<file path="config.mk">
export PLATFORM = sky130hd
export DESIGN_NAME = imm_gen_stage
export DESIGN_NICKNAME = d
export VERILOG_FILES = /design/src/rtl/imm_pkg.sv /design/src/rtl/imm_extract.sv /design/src/rtl/imm_gen_stage.sv
export SDC_FILE = /design/constraint.sdc
export NUM_CORES = 1
export LEC_CHECK = 0
export ABC_AREA = 1
export CORE_MARGIN = 2
export CORE_UTILIZATION = 41
export DETAILED_ROUTE_END_ITERATION = 10
export GPL_TIMING_DRIVEN = 0
export PLACE_DENSITY = 0.88
export SYNTH_ARGS = -nofsm -noshare
export SYNTH_HDL_FRONTEND = slang
export SYNTH_SLANG_ARGS = --single-unit
</file>
<file path="constraint.sdc">
create_clock -name clk -period 1.55 [get_ports clk]
set_clock_uncertainty 0.1 [all_clocks]
set_input_delay 0.31 -clock clk [delete_from_list [all_inputs] [get_ports clk]]
set_output_delay 0.31 -clock clk [all_outputs]
set_load 0.1 [all_outputs]
</file>
<file path="src/rtl/imm_pkg.sv">
// Shared definitions for the immediate-generation stage: format codes, RV32/64 base opcodes
// and the XLEN legality check.
package imm_pkg;

    typedef enum logic [2:0] {
        FmtR    = 3'd0,
        FmtI    = 3'd1,
        FmtS    = 3'd2,
        FmtB    = 3'd3,
        FmtU    = 3'd4,
        FmtJ    = 3'd5,
        FmtNone = 3'd7
    } imm_fmt_e;

    localparam logic [6:0] OpcLoad    = 7'b0000011;
    localparam logic [6:0] OpcOpImm   = 7'b0010011;
    localparam logic [6:0] OpcOpImm32 = 7'b0011011;
    localparam logic [6:0] OpcJalr    = 7'b1100111;
    localparam logic [6:0] OpcSystem  = 7'b1110011;
    localparam logic [6:0] OpcStore   = 7'b0100011;
    localparam logic [6:0] OpcBranch  = 7'b1100011;
    localparam logic [6:0] OpcLui     = 7'b0110111;
    localparam logic [6:0] OpcAuipc   = 7'b0010111;
    localparam logic [6:0] OpcJal     = 7'b1101111;
    localparam logic [6:0] OpcOp      = 7'b0110011;
    localparam logic [6:0] OpcOp32    = 7'b0111011;

    function automatic bit xlen_legal(input int unsigned xlen);
        return (xlen == 32) || (xlen == 64);
    endfunction

endpackage

</file>
<file path="src/rtl/imm_extract.sv">
// Combinational RISC-V immediate decoder: opcode -> format code, illegal flag and the
// sign-extended XLEN-bit immediate.
module imm_extract
    import imm_pkg::*;
#(
    parameter int unsigned XLEN = 64
) (
    input  logic [31:0]     instruction,
    output logic [2:0]      fmt,
    output logic            illegal,
    output logic [XLEN-1:0] imm
);

    imm_fmt_e    fmt_dec;
    logic [31:0] raw;

    if (!xlen_legal(XLEN)) begin : g_bad_xlen
        $error("imm_extract: XLEN must be 32 or 64");
    end

    always_comb begin
        fmt_dec = FmtNone;
        illegal = 1'b0;
        case (instruction[6:0])
            OpcLoad, OpcOpImm, OpcOpImm32, OpcJalr, OpcSystem: fmt_dec = FmtI;
            OpcStore:                                          fmt_dec = FmtS;
            OpcBranch:                                         fmt_dec = FmtB;
            OpcLui, OpcAuipc:                                  fmt_dec = FmtU;
            OpcJal:                                            fmt_dec = FmtJ;
            OpcOp, OpcOp32:                                    fmt_dec = FmtR;
            default: begin
                fmt_dec = FmtNone;
                illegal = 1'b1;
            end
        endcase
    end

    // Each format is already sign-extended to 32 bits here; widening to XLEN happens below.
    always_comb begin
        raw = '0;
        case (fmt_dec)
            FmtI: raw = {{20{instruction[31]}}, instruction[31:20]};
            FmtS: raw = {{20{instruction[31]}}, instruction[31:25], instruction[11:7]};
            FmtB: raw = {{19{instruction[31]}}, instruction[31], instruction[7],
                         instruction[30:25], instruction[11:8], 1'b0};
            FmtU: raw = {instruction[31:12], 12'b0};
            FmtJ: raw = {{11{instruction[31]}}, instruction[31], instruction[19:12],
                         instruction[20], instruction[30:21], 1'b0};
            default: raw = '0;
        endcase
    end

    assign fmt = fmt_dec;

    if (XLEN == 32) begin : g_imm32
        assign imm = raw;
    end else begin : g_imm_ext
        assign imm = {{(XLEN-32){raw[31]}}, raw};
    end

endmodule

</file>
<file path="src/rtl/imm_gen_stage.sv">
// Single registered pipeline stage around imm_extract: valid/ready handshake, flush,
// synchronous reset and a saturating count of accepted illegal opcodes.
module imm_gen_stage
    import imm_pkg::*;
#(
    parameter int unsigned XLEN  = 64,
    parameter int unsigned CNT_W = 16
) (
    input  logic             clk,
    input  logic             reset,
    input  logic             flush,
    input  logic             in_valid,
    output logic             in_ready,
    input  logic [31:0]      instruction,
    output logic             out_valid,
    input  logic             out_ready,
    output logic [XLEN-1:0]  imm_data,
    output logic [2:0]       imm_fmt,
    output logic             illegal,
    output logic [CNT_W-1:0] illegal_cnt
);

    logic [2:0]      dec_fmt;
    logic            dec_illegal;
    logic [XLEN-1:0] dec_imm;

    logic             valid_q, valid_d;
    logic [XLEN-1:0]  imm_q, imm_d;
    logic [2:0]       fmt_q, fmt_d;
    logic             illegal_q, illegal_d;
    logic [CNT_W-1:0] cnt_q, cnt_d;
    logic             xfer;

    imm_extract #(
        .XLEN(XLEN)
    ) u_extract (
        .instruction(instruction),
        .fmt        (dec_fmt),
        .illegal    (dec_illegal),
        .imm        (dec_imm)
    );

    // The reset term keeps the stage visibly ready while the held entry is being dropped.
    assign in_ready = reset || !valid_q || out_ready;
    assign xfer     = in_valid && in_ready;

    always_comb begin
        valid_d   = valid_q;
        imm_d     = imm_q;
        fmt_d     = fmt_q;
        illegal_d = illegal_q;
        cnt_d     = cnt_q;
        if (flush) begin
            valid_d = 1'b0;
        end else if (xfer) begin
            valid_d   = 1'b1;
            imm_d     = dec_imm;
            fmt_d     = dec_fmt;
            illegal_d = dec_illegal;
            if (dec_illegal && (cnt_q != '1)) begin
                cnt_d = cnt_q + CNT_W'(1);
            end
        end else if (out_ready) begin
            valid_d = 1'b0;
        end
    end

    always_ff @(posedge clk) begin
        if (reset) begin
            valid_q   <= 1'b0;
            imm_q     <= '0;
            fmt_q     <= FmtNone;
            illegal_q <= 1'b0;
            cnt_q     <= '0;
        end else begin
            valid_q   <= valid_d;
            imm_q     <= imm_d;
            fmt_q     <= fmt_d;
            illegal_q <= illegal_d;
            cnt_q     <= cnt_d;
        end
    end

    assign out_valid   = valid_q;
    assign imm_data    = imm_q;
    assign imm_fmt     = fmt_q;
    assign illegal     = illegal_q;
    assign illegal_cnt = cnt_q;

endmodule

</file>
### Yosys cells after proc, flatten, opt, wreduce, memory -nomap -nowiden

Index checks and enable logic that the tools add are counted.

| word-level totals | value |
|---|---|
| register bits after elaboration | 53 |
| latch bits | 0 |
| memory bits (writable) | 0 |
| ROM bits | 0 |
| input port bits | 37 |
| output and inout bits | 86 |
| logic and storage cells | 43 |
| memories | 0 |

| cells by class | value |
|---|---|
| $add $sub $neg | 1 |
| $mul | 0 |
| divide/modulo/power cells | 0 |
| order comparisons | 0 |
| equal/unequal tests | 18 |
| shifts and indexed selects | 0 |
| muxes and demuxes | 5 |
| bitwise operators | 1 |
| reduce and logical (&&, ||, !) cells | 13 |

Operator list:

| kind | count |
|---|---|
| case mux 32 bit (5 select lines) | 1 |
| equality test 7 x 6 -> 1 bit (second input constant) | 4 |
| equality test 7 bit (second input constant) | 4 |
| equality test 7 x 5 -> 1 bit (second input constant) | 3 |
| case mux 3 bit (6 select lines) | 1 |
| adder 16 x 1 -> 16 bit (second input constant) | 1 |
| inequality test 16 bit (second input constant) | 1 |
| OR reduction 12 bit | 1 |
| equality test 7 x 2 -> 1 bit (second input constant) | 1 |
| equality test 3 x 2 -> 1 bit (second input constant) | 2 |
| equality test 3 bit (second input constant) | 2 |
| OR reduction 2 bit | 3 |
| OR reduction 5 bit | 1 |
| equality test 3 x 1 -> 1 bit (second input constant) | 1 |
| two-way mux 1 bit | 3 |
| AND reduction 3 bit | 1 |
| logical AND 1 bit | 2 |
| logical OR 1 bit | 2 |
| AND reduction 2 bit | 1 |
| nonzero test 2 bit | 1 |
| zero test 1 bit | 1 |
| inverter 1 bit | 1 |

### Depth between registers and ports, before layout

Gate-level depths: netlist of the first run.

| depth | value |
|---|---|
| depth after elaboration | 5 |
| mapped depth | 12 |
| gate-level depth less buffers | 12 |

### By module

A second synthesis of the first run with hierarchy kept.

| second synthesis, totals | value |
|---|---|
| cell total of the unflattened synthesis | 733 |
| area total of the unflattened synthesis | 4,682.0 µm² |

By module, submodules not included:

| module | instances | cells each | area an instance (µm²) | sequential area each (µm²) |
|---|---|---|---|---|
| imm_gen_stage | 1 | 471 | 3,432.0 | 1,701.6 |
| imm_extract | 1 | 262 | 1,249.9 | 0.0 |

### Worst setup path after synthesis of the first run

OpenSTA, ideal clock, no wires.

| timing path | value |
|---|---|
| path kind | register to register |
| start point | register valid_q (netlist: out_valid) |
| end point | register imm_q[21] (netlist: imm_data[21]) |
| library setup time | 0.132 ns |
| arrival | 2.854 ns |
| data required time | 1.318 ns |
| slack | -1.536 ns |
| stages on the path, launching flop included | 10 |
| path buffers | 2 |
| period minus slack after synthesis | 3.086 ns |
| cell sequence | dfxtp_1 -> nand3_1 -> nand2_1 -> inv_2 -> nand2_2 -> inv_2 -> buf_4 -> buf_4 -> o21ai_0 -> a21oi_1 |

| between the ends | value |
|---|---|
| cells in the longest elaborated chain, start to end | 5 |

Ends and longest elaborated chain:

| what | RTL line | source |
|---|---|---|
| start: declaration | imm_gen_stage.sv:27 | `logic valid_q, valid_d;` |
| start signal: assignment | imm_gen_stage.sv:76 | `valid_q <= valid_d;` |
| zero test 1 bit | imm_gen_stage.sv:44 | `assign in_ready = reset \|\| !valid_q \|\| out_ready;` |
| logical OR 1 bit (2 in a row) | imm_gen_stage.sv:44 |  |
| named net in_ready | imm_gen_stage.sv:13 | `output logic in_ready,` |
| logical AND 1 bit | imm_gen_stage.sv:45 | `assign xfer = in_valid && in_ready;` |
| AND reduction 2 bit (no line) | n/a |  |
| end signal: assignment | imm_gen_stage.sv:77 | `imm_q <= imm_d;` |
| end: declaration | imm_gen_stage.sv:28 | `logic [XLEN-1:0] imm_q, imm_d;` |

The timed path passes the listed nets, and every way through them passes these cells.
A chain may end at the register's enable or synchronous reset.

### Worst setup path in the final report of the first run

| timing path | value |
|---|---|
| start point | register, netlist name imm_data[31] |
| end point | output port imm_data[53] |

RTL lines:

| what | RTL line | source |
|---|---|---|
| end: declaration | imm_gen_stage.sv:17 | `output logic [XLEN-1:0] imm_data,` |

No word-level cell between the ends.

==> parameters.txt, run 1 <==
Parameter                              Value

Status
  Outcome    finished with violations
  Violations in the final reports    negative setup slack

Power and ir drop
  Design Power    3030 µW
  Leakage power    0.00258 µW
  Max VDD drop    0.400 mV
  Power density over cell area    533 nW/µm²

Finish
  Fraction of final layout cells sized beyond drive strength 1    43.4%
  Design Area, Final    5690 µm²
  Final std cells w/o fill    777
  Final nets    712
  Area occupied by multi-input gates    2050 µm²
  Diode count    0
  Sequential standard cell area    1120 µm²
  Area growth syn-to-layout    70.2%
  Total of fill cells in the finished design    563

Global routing
  Total GRT Usage    27.6%
  Initial antenna violation count    0
  Number of global-route vias before repair    3910
  Pin count of the biggest net entering global routing    18
  First-pass GRT wire length    19500 µm
  Grt ovf    0

Clock network
  Clock tree from TritonCTS    built
  Clock root cell    sky130_fd_sc_hd__clkbuf_8
  Clock-pin transition on the worst setup and hold timing paths    100 ps
  Clock Sinks    53
  Maximum buffer depth of the clock tree    2
  Number of H-tree levels    2
  Hold Buf Count CTS    0
  Number of buffers created by CTS    5
  Worst skew pair latency    310 ps

Timing
  Relative slew slack    59.2%
  Setup WS post-layout    -30.7 ps
  Highest clock rate    0.633 GHz
  Setup repair after global routing missed its margin    true
  Endpoints failing setup    16
  Clock period minus final worst setup slack    1580 ps
  Number of hold violations in the final report    0
  Fin crit share    102%
  Pin slew with the least headroom to its limit    613 ps
  Number of max-slew violations in the final report    0

Worst setup path
  Type of the setup path with the least slack    reg -> out
  Max stage delay cell, worst path    sky130_fd_sc_hd__dfxtp_4
  Largest incremental delay on the critical path    410 ps
  Critical-path maximum fanout    17
  Startpoint types    flip-flop
  Kind of capture point of the worst setup path    output port
  Sequence of cells on the critical path    buf_12 -> buf_4 -> buf_12
  Family with the most delay on the worst path    buffers and inverters
  Cell mode on critical path    sky130_fd_sc_hd__buf_12
  Worst path arrival time    1170 ps
  Data required, critical path    1140 ps
  Buffers plus inverters on the worst setup path    3

Logic synthesis
  Share of synthesized area spent on multiplexers    0%
  Post-synth net total    545
  Post-synthesis compound-gate area fraction    11.4%
  Synth unique cells    29
  XOR/XNOR share of the synthesized area    1.83%
  Post-synthesis average cell area    6.60 µm²
  Syn Std Cell Area    3340 µm²
  Share of synthesized cell area in full adder, half adder and majority cells    0.374%
  Simple-gate area share of the yosys netlist    38.8%
  Syn Inst Count    507
  Main combinational cell family by area after synthesis    simple AND/OR/NAND/NOR gates
  Post-synthesis sequential area ratio    31.7%
  Number of synthesis warnings    0
  Seq cells post-synth    53

Run
  Number of max-cap violations    0

Place
  Placed instance count    730
  Last weighted congestion value of the routability-driven placer    0.925
  Hpwl dp    7990 µm
  Port Buffers    121
  Area after detailed placement    4820 µm²

Routing
  Number of design-rule violations left by the first detailed-router iteration    319
  Total number of vias    4147
  Vias/cell    5.34
  Number of nets with antenna violations after detailed routing    0
  Total Wirelength    12800 µm
  Number of DRC violations after detailed routing    0
  Router iterations before antenna repair    5
  WL per Instance    16.4 µm

Die
  X dimension of the die    94.3 µm
  Core Box Area    7810 µm²
  Boundary pin count    123
  Initial cell density of the core    42.8%
  DIE AREA    8900 µm²
  Site row count    32
  Vertical die dimension    94.3 µm

Hold path
  Path category of the worst min-delay check    in -> reg
## cells in the final DEF, fill, tap and decap left out, types with 3 or more instances in the layout
master                              n
sky130_fd_sc_hd__a21oi_1           36
sky130_fd_sc_hd__a21oi_2            9
sky130_fd_sc_hd__a31o_2             6
sky130_fd_sc_hd__buf_12            35
sky130_fd_sc_hd__buf_2             42
sky130_fd_sc_hd__buf_4             68
sky130_fd_sc_hd__buf_6             21
sky130_fd_sc_hd__buf_8              3
sky130_fd_sc_hd__clkbuf_1           6
sky130_fd_sc_hd__clkbuf_2           6
sky130_fd_sc_hd__clkbuf_4           4
sky130_fd_sc_hd__clkbuf_8           7
sky130_fd_sc_hd__clkdlybuf4s50_1   24
sky130_fd_sc_hd__dfxtp_1           35
sky130_fd_sc_hd__dfxtp_2            5
sky130_fd_sc_hd__dfxtp_4           13
sky130_fd_sc_hd__inv_1             30
sky130_fd_sc_hd__inv_2              8
sky130_fd_sc_hd__nand2_1          127
sky130_fd_sc_hd__nand2_2           17
sky130_fd_sc_hd__nand2_4            9
sky130_fd_sc_hd__nand3_1           35
sky130_fd_sc_hd__nand3_2            5
sky130_fd_sc_hd__nand3_4            6
sky130_fd_sc_hd__nand3b_1           7
sky130_fd_sc_hd__nand4_1           20
sky130_fd_sc_hd__nor2_1            29
sky130_fd_sc_hd__nor2_2             6
sky130_fd_sc_hd__nor2_4            11
sky130_fd_sc_hd__o21ai_0           13
sky130_fd_sc_hd__o21ai_1            7
sky130_fd_sc_hd__xnor2_1            3
sky130_fd_sc_hd__xor2_1             4
## Yosys cell counts, drive strengths merged
cell type,n,area (µm²)
ha,1,12.5
nand3,46,248
nor3,4,25.0
inv,41,154
nand4,22,159
o21ai,21,105
xor2,4,35.0
dfxtp,53,1060
buf,47,342
xnor2,3,26.3
nand2,152,606
nand3b,7,52.6
a21oi,45,225
nor2,46,208
a31o,6,52.6
clkbuf,9,33.8
## cell families (layout without fill, tap and decap cells)
family | after synthesis | in the layout
fa+ha+maj | 1 | 1
compound gates | 72 | 72
xor+xnor | 7 | 7
flops | 53 | 53
simple gates | 277 | 278
buf+inv | 97 | 264
## sequential cells by signal, summed over array words and instances, names as in the netlist
register	flops
imm_data	32
out_valid	1
illegal_cnt	16
illegal	1
imm_fmt	3
## worst paths after layout
kind | startpoint | end | slack (ps) | cells past startpoint
worst max-delay path | imm_data[31]$_SDFFE_PP0P_ | imm_data[53] | -30 | 3
worst min-delay path | flush | out_valid$_SDFFE_PP0P_ | 100 | 2
worst max register to register | illegal_cnt[0]$_SDFFE_PP0P_ | illegal_cnt[13]$_SDFFE_PP0P_ | 60 | 8
worst min register to register | imm_data[22]$_SDFFE_PP0P_ | imm_data[22]$_SDFFE_PP0P_ | 370 | 2
## layout make-up
cell class                 count  area share (%)
buffer                        56            8.37
clock buffer                   7            1.52
clock inverter                 1           0.132
inverter                      41            2.88
multi-input combinational    358            36.0
sequential                    53            19.6
tap                          102            2.24
timing repair buffer         159            29.3
## power breakdown
part / total, µW / internal (µW) / switching (µW)
clock network: 835 / 365 / 470
logic: 815 / 285 / 531
registers: 1380 / 1370 / 17.1
total: 3030 / 2020 / 1020
## layer usage
| metal | track usage, % | part of all wire [%] | vias up |
|---|---|---|---|
| li1 | - | - | 1972 |
| met1 | 34.4 | 38 | 1911 |
| met2 | 48.4 | 51 | 226 |
| met3 | 5.06 | 8.7 | 38 |
| met4 | 8.33 | 2.9 | 0 |
| met5 | 0 | 0 | - |
## metrics by stage
step	hold WS [ps]	TNS, ps	utilization, %	worst slack (ps)
finish	98.9	-356	72.9	-30.7
global route	117	-1530	72.9	-77.0
CTS	271	-449	68.5	-29.6
detailed placement	356	-71800	61.7	-933
global placement	349	-67170	61.7	-904
floorplan	277	-13960	-	-302
## timing repair
item	in CTS	in global routing
gates resized for setup	610	98
buffers inserted	21	12
endpoints found under the setup margin	138	89
pin swaps	16	33
gates cloned	6	0
(Power assumes the default switching activity.)
==> inputs of run 2 (changes only) <==
--- a/config.mk
+++ b/config.mk
@@ -7,10 +7,12 @@
 export LEC_CHECK = 0
 export ABC_AREA = 1
 export CORE_MARGIN = 2
-export CORE_UTILIZATION = 41
+export CORE_UTILIZATION = 40
+export CTS_CLUSTER_DIAMETER = 50
 export DETAILED_ROUTE_END_ITERATION = 10
+export GPL_ROUTABILITY_DRIVEN = 0
 export GPL_TIMING_DRIVEN = 0
-export PLACE_DENSITY = 0.88
+export PLACE_DENSITY = 0.86
 export SYNTH_ARGS = -nofsm -noshare
 export SYNTH_HDL_FRONTEND = slang
 export SYNTH_SLANG_ARGS = --single-unit
==> parameters.txt, run 2 (same netlist as run 1, synthesis figures left out) <==
Parameter                              Value

Hold path
  Path category of the worst min-delay check    in -> reg

Routing
  Number of design-rule violations left by the first detailed-router iteration    485
  Total Wirelength    12800 µm
  Total number of vias    4269
  Router iterations before antenna repair    6
  Number of nets with antenna violations after detailed routing    0
  WL per Instance    16.4 µm
  Vias/cell    5.48
  Number of DRC violations after detailed routing    0

Global routing
  Pin count of the biggest net entering global routing    18
  Total GRT Usage    26.5%
  Initial antenna violation count    0
  Grt ovf    0
  First-pass GRT wire length    19100 µm
  Number of global-route vias before repair    3961

Worst setup path
  Buffers plus inverters on the worst setup path    1
  Largest incremental delay on the critical path    430 ps
  Startpoint types    flip-flop
  Cell mode on critical path    sky130_fd_sc_hd__nand2_1
  Kind of capture point of the worst setup path    flip-flop
  Critical-path maximum fanout    5
  Worst path arrival time    1790 ps
  Family with the most delay on the worst path    simple AND/OR/NAND/NOR gates
  Type of the setup path with the least slack    reg -> reg
  Data required, critical path    1700 ps
  Max stage delay cell, worst path    sky130_fd_sc_hd__dfxtp_2
  Sequence of cells on the critical path    nand2_1 -> inv_1 -> nand4_1 -> nor3_2 -> nand3_4 -> nand2_2 -> nand2_1 -> nor2_1

Die
  Vertical die dimension    95.4 µm
  Initial cell density of the core    40.9%
  Boundary pin count    123
  Site row count    33
  Core Box Area    8180 µm²
  X dimension of the die    95.4 µm
  DIE AREA    9110 µm²

Clock network
  Number of H-tree levels    2
  Number of buffers created by CTS    5
  Clock root cell    sky130_fd_sc_hd__clkbuf_8
  Worst skew pair latency    320 ps
  Clock-pin transition on the worst setup and hold timing paths    100 ps
  Maximum buffer depth of the clock tree    2
  Clock Sinks    53
  Clock tree from TritonCTS    built

Timing
  Setup WS post-layout    -93.7 ps
  Number of hold violations in the final report    0
  Highest clock rate    0.608 GHz
  Number of max-slew violations in the final report    0
  Setup repair after global routing missed its margin    true
  Pin slew with the least headroom to its limit    683 ps
  Endpoints failing setup    38
  Relative slew slack    54.4%
  Fin crit share    106%
  Worst Hold Slack    220 ps
  Clock period minus final worst setup slack    1640 ps

Status
  Outcome    finished with violations
  Violations in the final reports    negative setup slack

Power and ir drop
  Switch share    34.8%
  Power density over cell area    524 nW/µm²
  Switch Pwr    1060 µW
  Design Power    3040 µW
  Leakage power    0.00262 µW
  Internal portion of total power    1980 µW
  Combinational power share    27.2%
  Max VDD drop    0.407 mV
  Sequential power share    45.8%
  Relative contribution of the clock network to total power    27.0%

Place
  Area after detailed placement    4820 µm²
  Port Buffers    121
  Hpwl dp    7650 µm

Finish
  Design Area, Final    5800 µm²
  Largest register FFs    32
  Area growth syn-to-layout    73.3%
  Final nets    711
  Fraction of final layout cells sized beyond drive strength 1    45.4%
  Highest-count cells in the layout ignoring fill and taps    121 x sky130_fd_sc_hd__nand2_1, 61 x sky130_fd_sc_hd__buf_4, 36 x sky130_fd_sc_hd__buf_12
  Most common cell after layout, fill and taps aside    sky130_fd_sc_hd__nand2_1
  Diode count    0

Run
  Number of max-cap violations    0
run 2: cell type report:
type	count	area (µm²)
tap	105	131
inverter	41	161
fill	554	2380
sequential	53	1110
multi-input combinational	357	2100
timing repair buffer	159	1740
clock inverter	3	21.3
clock buffer	5	68.8
buffer	56	469
run 2: final timing paths:
| path | start | end | slack, ps | cells past startpoint |
|---|---|---|---|---|
| worst max-delay path | illegal_cnt[6]$_SDFFE_PP0P_ | illegal_cnt[12]$_SDFFE_PP0P_ | -90 | 8 |
| worst min-delay path | in_valid | out_valid$_SDFFE_PP0P_ | 220 | 3 |
| worst max register to register | illegal_cnt[6]$_SDFFE_PP0P_ | illegal_cnt[12]$_SDFFE_PP0P_ | -90 | 8 |
| worst min register to register | imm_data[14]$_SDFFE_PP0P_ | imm_data[14]$_SDFFE_PP0P_ | 370 | 2 |
run 2: per-stage QoR:
stage / setup TNS, ps / setup slack, ps / std cells / utilization [%]
2_1_floorplan: -13960 / -302 / 507 / -
3_3_place_gp: -66250 / -909 / 733 / 59.0
3_5_place_dp: -69910 / -918 / 733 / 59.0
4_1_cts: -198 / -13.8 / 771 / 66.7
5_1_grt: -3000 / -168 / 779 / 70.9
6_report: -828 / -93.7 / 779 / 70.9
run 2: routing by layer:
layer | vias up | global-route usage [%] | wire length [µm]
li1 | 1955 | - | -
met1 | 1966 | 32.3 | 4790
met2 | 278 | 46.5 | 6250
met3 | 70 | 4.98 | 1160
met4 | 0 | 9.76 | 579
met5 | - | 0 | 0
run 2: worst register-to-register path: cells and delay by family, from the launching register on:
kind / cells / cell delay [ps]
and+or+nand+nor: 7 / 950
DFF: 1 / 430
buffers and inverters: 1 / 100
run 2: what timing repair did:
action	4_1_cts	5_1_grt
buffers inserted	25	7
pin swaps	11	33
endpoints found under the setup margin	138	103
gates resized for setup	618	115
hold buffers	0	0
endpoints found under the hold margin	0	0
gates cloned	5	1
run 2: power groups by stage:
| stage | Clock (µW) | Combinational, µW | Sequential [µW] |
|---|---|---|---|
| after floorplan | 0 | 272 | 1610 |
| after global placement | 0 | 676 | 1430 |
| after detailed placement | 0 | 684 | 1430 |
| after CTS | 819 | 767 | 1390 |
| after global routing | 881 | 862 | 1390 |
| final | 821 | 826 | 1390 |
